### src/rtl/force_writeback_ctrl_if.sv
// rtl/force_writeback_ctrl_if.sv - DMA write-master control and user-buffer handshake bundle
interface force_writeback_ctrl_if #(
    parameter int DATA_WIDTH = 32,
    parameter int ADDR_WIDTH = 32
);
    logic                    control_fixed_location;
    logic [ADDR_WIDTH-1:0]   control_write_base;
    logic [ADDR_WIDTH-1:0]   control_write_length;
    logic                    control_go;
    logic                    control_done;
    logic                    user_write_buffer;
    logic [4*DATA_WIDTH-1:0] user_buffer_input_data;
    logic                    user_buffer_full;

    // Writeback controller side: launches transfers and pushes words
    modport master (
        output control_fixed_location,
        output control_write_base,
        output control_write_length,
        output control_go,
        input  control_done,
        output user_write_buffer,
        output user_buffer_input_data,
        input  user_buffer_full
    );

    // Write-master side: accepts words and reports completion
    modport slave (
        input  control_fixed_location,
        input  control_write_base,
        input  control_write_length,
        input  control_go,
        output control_done,
        input  user_write_buffer,
        input  user_buffer_input_data,
        output user_buffer_full
    );
endinterface

### src/rtl/force_writeback_ctrl.sv
// rtl/force_writeback_ctrl.sv - packs force triples into 128-bit words, buffers them and streams them to a DMA write master
module force_writeback_ctrl #(
    parameter int DATA_WIDTH      = 32,
    parameter int FIFO_DEPTH      = 16,
    parameter int FIFO_ADDR_WIDTH = 4,
    parameter int ADDR_WIDTH      = 32,
    parameter int COUNT_WIDTH     = 15
) (
    input  logic                   clk,
    input  logic                   rst,
    input  logic                   start,
    input  logic [COUNT_WIDTH-1:0] num_particles,
    input  logic [ADDR_WIDTH-1:0]  base_addr,
    input  logic                   force_valid,
    input  logic [DATA_WIDTH-1:0]  force_x,
    input  logic [DATA_WIDTH-1:0]  force_y,
    input  logic [DATA_WIDTH-1:0]  force_z,
    force_writeback_ctrl_if.master dma,
    output logic                   busy,
    output logic                   done,
    output logic                   err_overflow,
    output logic                   err_unexpected
);
    localparam int PW = FIFO_ADDR_WIDTH + 1;
    localparam int WW = 4 * DATA_WIDTH;

    typedef enum logic [2:0] {
        S_IDLE,
        S_ARM,
        S_STREAM,
        S_WAIT_DONE,
        S_FINISH
    } state_t;

    state_t r_state;
    state_t w_state_next;

    logic [COUNT_WIDTH-1:0] r_num;
    logic [COUNT_WIDTH-1:0] r_in_cnt;
    logic [COUNT_WIDTH-1:0] r_out_cnt;
    logic [ADDR_WIDTH-1:0]  r_base;
    logic                   r_err_overflow;
    logic                   r_err_unexpected;

    logic [WW-1:0]          r_mem [FIFO_DEPTH];
    logic [PW-1:0]          r_wr_ptr;
    logic [PW-1:0]          r_rd_ptr;

    logic                   w_fifo_empty;
    logic                   w_fifo_full;
    logic                   w_in_window;
    logic                   w_in_room;
    logic                   w_pop;
    logic                   w_capture;
    logic                   w_push;
    logic                   w_drop_full;
    logic                   w_stray;
    logic                   w_start_pass;
    logic [COUNT_WIDTH-1:0] w_in_cnt_next;
    logic [PW-1:0]          w_wr_ptr_next;
    logic [PW-1:0]          w_rd_ptr_next;
    logic                   w_stream_done;
    logic [WW-1:0]          w_push_word;

    // The extra pointer MSB tells a full FIFO (MSBs differ) from an empty one (pointers equal)
    assign w_fifo_empty = (r_wr_ptr == r_rd_ptr);
    assign w_fifo_full  = (r_wr_ptr[FIFO_ADDR_WIDTH-1:0] == r_rd_ptr[FIFO_ADDR_WIDTH-1:0]) &&
                          (r_wr_ptr[FIFO_ADDR_WIDTH] != r_rd_ptr[FIFO_ADDR_WIDTH]);

    // Triples are only wanted while the pass is armed or streaming and still short of num_particles
    assign w_in_window  = (r_state == S_ARM) || (r_state == S_STREAM);
    assign w_in_room    = (r_in_cnt < r_num);
    assign w_start_pass = (r_state == S_IDLE) && start;

    assign w_pop        = (r_state == S_STREAM) && !w_fifo_empty && !dma.user_buffer_full;
    assign w_capture    = force_valid && w_in_window && w_in_room;
    // A pop in the same cycle frees a slot, so a full FIFO still takes the push
    assign w_push       = w_capture && (!w_fifo_full || w_pop);
    assign w_drop_full  = w_capture && w_fifo_full && !w_pop;
    assign w_stray      = force_valid && !(w_in_window && w_in_room);
    assign w_push_word  = {{DATA_WIDTH{1'b0}}, force_z, force_y, force_x};

    assign w_in_cnt_next = w_capture ? (r_in_cnt + COUNT_WIDTH'(1)) : r_in_cnt;
    assign w_wr_ptr_next = w_push ? (r_wr_ptr + PW'(1)) : r_wr_ptr;
    assign w_rd_ptr_next = w_pop  ? (r_rd_ptr + PW'(1)) : r_rd_ptr;

    // Dropped words never get strobed, so the pass also ends once every triple has arrived and the FIFO drains
    assign w_stream_done = (w_pop && ((r_out_cnt + COUNT_WIDTH'(1)) == r_num)) ||
                           ((w_in_cnt_next == r_num) && (w_wr_ptr_next == w_rd_ptr_next));

    // State register
    always_ff @(posedge clk) begin
        if (rst) begin
            r_state <= S_IDLE;
        end else begin
            r_state <= w_state_next;
        end
    end

    // Next-state logic; start outside IDLE and control_done outside WAIT_DONE are ignored
    always_comb begin
        w_state_next = r_state;
        unique case (r_state)
            S_IDLE: begin
                if (start) begin
                    w_state_next = (num_particles == '0) ? S_FINISH : S_ARM;
                end
            end
            S_ARM:       w_state_next = S_STREAM;
            S_STREAM: begin
                if (w_stream_done) begin
                    w_state_next = S_WAIT_DONE;
                end
            end
            S_WAIT_DONE: begin
                if (dma.control_done) begin
                    w_state_next = S_FINISH;
                end
            end
            S_FINISH:    w_state_next = S_IDLE;
            default:     w_state_next = S_IDLE;
        endcase
    end

    // Pass parameters latched on start; in/out counters track captured and strobed words
    always_ff @(posedge clk) begin
        if (rst) begin
            r_num     <= '0;
            r_base    <= '0;
            r_in_cnt  <= '0;
            r_out_cnt <= '0;
        end else if (w_start_pass) begin
            r_num     <= num_particles;
            r_base    <= base_addr;
            r_in_cnt  <= '0;
            r_out_cnt <= '0;
        end else begin
            r_in_cnt <= w_in_cnt_next;
            if (w_pop) begin
                r_out_cnt <= r_out_cnt + COUNT_WIDTH'(1);
            end
        end
    end

    // FIFO storage; contents need no reset because the pointers define validity
    always_ff @(posedge clk) begin
        if (w_push) begin
            r_mem[r_wr_ptr[FIFO_ADDR_WIDTH-1:0]] <= w_push_word;
        end
    end

    // FIFO pointers
    always_ff @(posedge clk) begin
        if (rst) begin
            r_wr_ptr <= '0;
            r_rd_ptr <= '0;
        end else begin
            r_wr_ptr <= w_wr_ptr_next;
            r_rd_ptr <= w_rd_ptr_next;
        end
    end

    // Sticky error flags, cleared by the start of a new pass
    always_ff @(posedge clk) begin
        if (rst) begin
            r_err_overflow   <= 1'b0;
            r_err_unexpected <= 1'b0;
        end else begin
            if (w_start_pass) begin
                r_err_overflow   <= 1'b0;
                r_err_unexpected <= 1'b0;
            end
            if (w_drop_full) begin
                r_err_overflow <= 1'b1;
            end
            if (w_stray) begin
                r_err_unexpected <= 1'b1;
            end
        end
    end

    assign dma.control_fixed_location = 1'b0;
    assign dma.control_write_base     = r_base;
    assign dma.control_write_length   = ADDR_WIDTH'({r_num, 4'b0000});
    assign dma.control_go             = (r_state == S_ARM);
    assign dma.user_write_buffer      = w_pop;
    // Show-ahead head; forced to zero when nothing is presentable so idle outputs stay quiet
    assign dma.user_buffer_input_data = ((r_state == S_STREAM) && !w_fifo_empty) ?
                                        r_mem[r_rd_ptr[FIFO_ADDR_WIDTH-1:0]] : '0;

    assign busy           = (r_state != S_IDLE);
    assign done           = (r_state == S_FINISH);
    assign err_overflow   = r_err_overflow;
    assign err_unexpected = r_err_unexpected;
endmodule
### src/flat_wrapper.sv
// flat-port wrapper written by rule: the top's interface ports become plain ports
module force_writeback_ctrl_flat 
#(
    parameter int DATA_WIDTH      = 32,
    parameter int FIFO_DEPTH      = 16,
    parameter int FIFO_ADDR_WIDTH = 4,
    parameter int ADDR_WIDTH      = 32,
    parameter int COUNT_WIDTH     = 15
)
  (clk, rst, start, num_particles, base_addr, force_valid, force_x, force_y, force_z, busy, done, err_overflow, err_unexpected, dma_control_fixed_location, dma_control_write_base, dma_control_write_length, dma_control_go, dma_control_done, dma_user_write_buffer, dma_user_buffer_input_data, dma_user_buffer_full);
  force_writeback_ctrl_if #(.DATA_WIDTH(DATA_WIDTH), .ADDR_WIDTH(ADDR_WIDTH)) dma_i ();
  input  logic clk;
  input  logic rst;
  input  logic start;
  input  logic [COUNT_WIDTH-1:0] num_particles;
  input  logic [ADDR_WIDTH-1:0] base_addr;
  input  logic force_valid;
  input  logic [DATA_WIDTH-1:0] force_x;
  input  logic [DATA_WIDTH-1:0] force_y;
  input  logic [DATA_WIDTH-1:0] force_z;
  output logic busy;
  output logic done;
  output logic err_overflow;
  output logic err_unexpected;
  output wire logic [$bits(dma_i.control_fixed_location)-1:0] dma_control_fixed_location;
  output wire logic [$bits(dma_i.control_write_base)-1:0] dma_control_write_base;
  output wire logic [$bits(dma_i.control_write_length)-1:0] dma_control_write_length;
  output wire logic [$bits(dma_i.control_go)-1:0] dma_control_go;
  input wire logic [$bits(dma_i.control_done)-1:0] dma_control_done;
  output wire logic [$bits(dma_i.user_write_buffer)-1:0] dma_user_write_buffer;
  output wire logic [$bits(dma_i.user_buffer_input_data)-1:0] dma_user_buffer_input_data;
  input wire logic [$bits(dma_i.user_buffer_full)-1:0] dma_user_buffer_full;
  assign dma_control_fixed_location = dma_i.control_fixed_location;
  assign dma_control_write_base = dma_i.control_write_base;
  assign dma_control_write_length = dma_i.control_write_length;
  assign dma_control_go = dma_i.control_go;
  assign dma_i.control_done = dma_control_done;
  assign dma_user_write_buffer = dma_i.user_write_buffer;
  assign dma_user_buffer_input_data = dma_i.user_buffer_input_data;
  assign dma_i.user_buffer_full = dma_user_buffer_full;
  force_writeback_ctrl #(.DATA_WIDTH(DATA_WIDTH), .FIFO_DEPTH(FIFO_DEPTH), .FIFO_ADDR_WIDTH(FIFO_ADDR_WIDTH), .ADDR_WIDTH(ADDR_WIDTH), .COUNT_WIDTH(COUNT_WIDTH)) u_core (.clk(clk), .rst(rst), .start(start), .num_particles(num_particles), .base_addr(base_addr), .force_valid(force_valid), .force_x(force_x), .force_y(force_y), .force_z(force_z), .dma(dma_i), .busy(busy), .done(done), .err_overflow(err_overflow), .err_unexpected(err_unexpected));
endmodule
### config.mk
export PLATFORM = sky130hd
export DESIGN_NAME = force_writeback_ctrl_flat
export DESIGN_NICKNAME = d
export VERILOG_FILES = /design/src/rtl/force_writeback_ctrl_if.sv /design/src/rtl/force_writeback_ctrl.sv /design/src/flat_wrapper.sv
export SDC_FILE = /design/constraint.sdc
export NUM_CORES = 1
export LEC_CHECK = 0
export CAP_MARGIN = 20
export CORE_MARGIN = 1
export CORE_UTILIZATION = 54
export DETAILED_ROUTE_END_ITERATION = 7
export PLACE_DENSITY = 0.83
export SYNTH_ARGS = -nofsm -noshare
export SYNTH_HDL_FRONTEND = slang
export SYNTH_SLANG_ARGS = --single-unit
### constraint.sdc
create_clock -name clk -period 12.4 [get_ports clk]
set_input_delay 3.72 -clock clk [delete_from_list [all_inputs] [get_ports clk]]
set_output_delay 3.72 -clock clk [all_outputs]
set_load 0.02 [all_outputs]
==> run metrics <==
final instance area=73,590 um^2; initial antenna violation count=22; Rel. slew slack=0.2356; RePlAce Congestion=0.8505; core area=116,500 um^2; Reg-to-Reg Start=u_core.r_num[12]; share of the synthesized area in the top cell type=0.7249; fin crit period=9574 ps; status=finished clean; root buf cell=clkbuf_16; Buf/Inv on CP=3; Slew Limit Fails=0; number of port buffers=297; Max H-tree Level=4; first-pass GRT wire length=225,500 um; flip-flop and latch area=47,980 um^2; hold endpoint=u_core.dma.control_write_base[30]; DIE HEIGHT=345.3 um; Max Fclk=0.1044 GHz; CP Depth=5; CTS Sinks=1,628; largest net degree at the start of global routing=158; Post-Syn Instances=2,962; Max rail drop VDD=0.0001642 V; Cell Pwr Density=166.5 nW/um^2; io pins=348; Post-synth EDFFs=1,536; final hold violation count=0; Critical Path Start Type=input port; Leak=0.02233 uW; final count of negative-setup-slack endpoints=0; Primary FF master, synth=edfxtp_1; CP Class=in -> out; CTS Buf Count=162; FILL cells=7,309; crit end category=output port; Post-Place Worst Slack=2839 ps; Die Footprint=119,200 um^2; DIE WIDTH=345.3 um; Worst path slowest cell=clkdlybuf4s50_1; Clk Latency, worst-skew pair=770 ps; Longest Clk Path Bufs=3; worst hold slack=453.9 ps; Seq/Total Area, Yosys=0.7538; final worst-path setup slack=2826 ps; reg2reg path depth=9; RSZ-0062 raised after global routing=no; Crit Reg-Reg Endpoint=u_core.r_mem[11][82]; Routed WL=155,600 um; min-delay worst type=reg -> reg; delay-heaviest family, CP=buffers and inverters; vias in the first global route=32,850; async set-reset flop share out of synthesis=0; via count=32,110; reg2reg setup slack=7270 ps; grt total ovfl=0; CP arrival=5850 ps; GRT Total Usage=0.2632; count of cell types in the netlist=69; Antenna Nets Post-Route=0; DRC=0; first drt pass iteration count=5; Initial Utilization=0.5461; skew final=29.92 ps; Slew @ Worst Pin=1147 ps; Post-CTS Setup Bufs=0; fin nets=3,486; most frequent cells after synthesis=edfxtp_1 (1,536), mux4_2 (480), nand2_1 (134), nor2b_1 (98), clkbuf_1 (97); Synth Register Bits=1,628; average routed wire per standard cell=31.27 um; max-cap violations=0; Post-CTS Hold Buffers=0; share of layout cells above drive strength 1=0.2351; most numerous cell in the Yosys netlist=edfxtp_1; biggest area consumer among synthesized cells=edfxtp_1; syn avg cell area=21.48 um^2; worst hold start=u_core.dma.control_write_base[30]; Critical Path RT=8680 ps; hpwl dp=73,730 um; Cell Chain, Critical Path=clkdlybuf4s50_1 > nor4b_4 > nand2_2 > inv_2 > clkdlybuf4s50_1; Initial DRC Count=3,667; Yosys warnings=0; clk slew on worst S/H paths=60 ps; Avg Vias per Cell=6.453; CTS tree=done; Multi-input gate area=14,890 um^2; largest cells by area after synthesis=edfxtp_1 (72%), mux4_2 (17%), dfxtp_1 (2.9%), nor2b_1 (0.96%), nand2_1 (0.79%); Total Power=12,250 uW; Layout area overhead=15.64%; Hold Path Stages=2; setup TNS=0 ps; Cell Rows=125; most used cell along the critical path=clkdlybuf4s50_1; Critical Path Fanout Max=17; synthesized cell area=63,630 um^2; post_cts resized=0; crit-path max cell delay=700 ps; Post-DP Area=68,300 um^2; period utilization=0.7721
-- cell families after synthesis --
logic type | Yosys count | share of synthesized area
other | 1 | 0.00005893
AOI/OAI and AO/OA | 123 | 0.01190
and+or+nand+nor | 402 | 0.03292
muxes | 483 | 0.1704
xor gates and xnor gates | 71 | 0.009891
adders and majority gates | 21 | 0.004129
DFF | 1628 | 0.7538
buffers and inverters | 233 | 0.01695
-- worst reg2reg max path: stages (launching register included) --
cell	delay [ps]
dfxtp_1	630
inv_1	110
ha_1	350
a211oi_2	190
nor2_1	80
or4_4	540
a21oi_1	720
nand3_1	460
nor2_4	720
buf_4	880
-- worst max path at each step --
stage | slack [ps] | end | from
2_1_floorplan | 450 | u_core.r_mem[0][0] | dma_user_buffer_full
3_3_place_gp | 2880 | dma_user_write_buffer | dma_user_buffer_full
3_5_place_dp | 2840 | dma_user_write_buffer | dma_user_buffer_full
4_1_cts | 2830 | dma_user_write_buffer | dma_user_buffer_full
5_1_grt | 2730 | dma_user_write_buffer | dma_user_buffer_full
6_report | 2830 | dma_user_write_buffer | dma_user_buffer_full
-- registers in the layout, indices dropped and copies added, names as in the netlist --
signal / flops
u_core.r_num: 15
u_core.err_unexpected: 1
u_core.r_out_cnt: 15
u_core.r_state: 3
u_core.r_mem: 1536
u_core.err_overflow: 1
u_core.r_in_cnt: 15
u_core.dma.control_write_base: 32
u_core.r_rd_ptr: 5
u_core.r_wr_ptr: 5
-- placed cells by master, fill, tap and decap left out, types with 5 or more instances in the layout --
cell type,instances
inv_6,9
buf_4,45
clkbuf_1,32
xor2_1,31
nand2_1,134
nor3_2,5
bufinv_16,16
xnor2_1,39
ha_1,21
a31oi_1,6
clkinv_1,31
conb_1,50
nand3_1,18
nand4_1,16
mux4_2,480
nor4_1,11
nor3_1,11
nor2_1,53
or3_1,6
nor2_4,11
clkinvlp_4,5
nand2b_1,5
a21oi_1,68
and4_1,5
edfxtp_1,1536
inv_1,23
nor2b_1,98
clkbuf_16,167
clkinv_2,24
clkdlybuf4s50_1,296
diode_2,5
dfxtp_1,88
buf_12,7
o21ai_0,18
-- final cells by class --
type / instances / share of cell area
antenna: 5 / 0.0001700
clock buffer: 199 / 0.05842
sequential: 1628 / 0.6520
clock inverter: 95 / 0.01297
timing repair buffer: 349 / 0.04683
multi-input combinational: 1150 / 0.2023
inverter: 25 / 0.001343
tap: 1524 / 0.02591
-- where the power goes --
group | internal [uW] | leakage (uW) | switching, uW
registers | 6180 | 0.0146 | 90.3
clock network | 2810 | 0.00256 | 2070
logic | 485 | 0.00521 | 614
total | 9480 | 0.0223 | 2780
-- layer usage --
layer | part of all wire | routed length, um | global-route usage
met1 | 0.36 | 56580 | 0.3402
met2 | 0.51 | 79180 | 0.4388
met3 | 0.095 | 14790 | 0.06196
met4 | 0.031 | 4833 | 0.09548
met5 | 0.0013 | 200 | 0
-- per-stage QoR --
step,utilization,cells
after CTS,0.6313,4969
after global routing,0.6315,4972
after global placement,0.5862,4675
after detailed placement,0.5862,4675
final,0.6315,4975
after floorplan,-,3011
No activity file was read; power rests on OpenSTA's default activity.
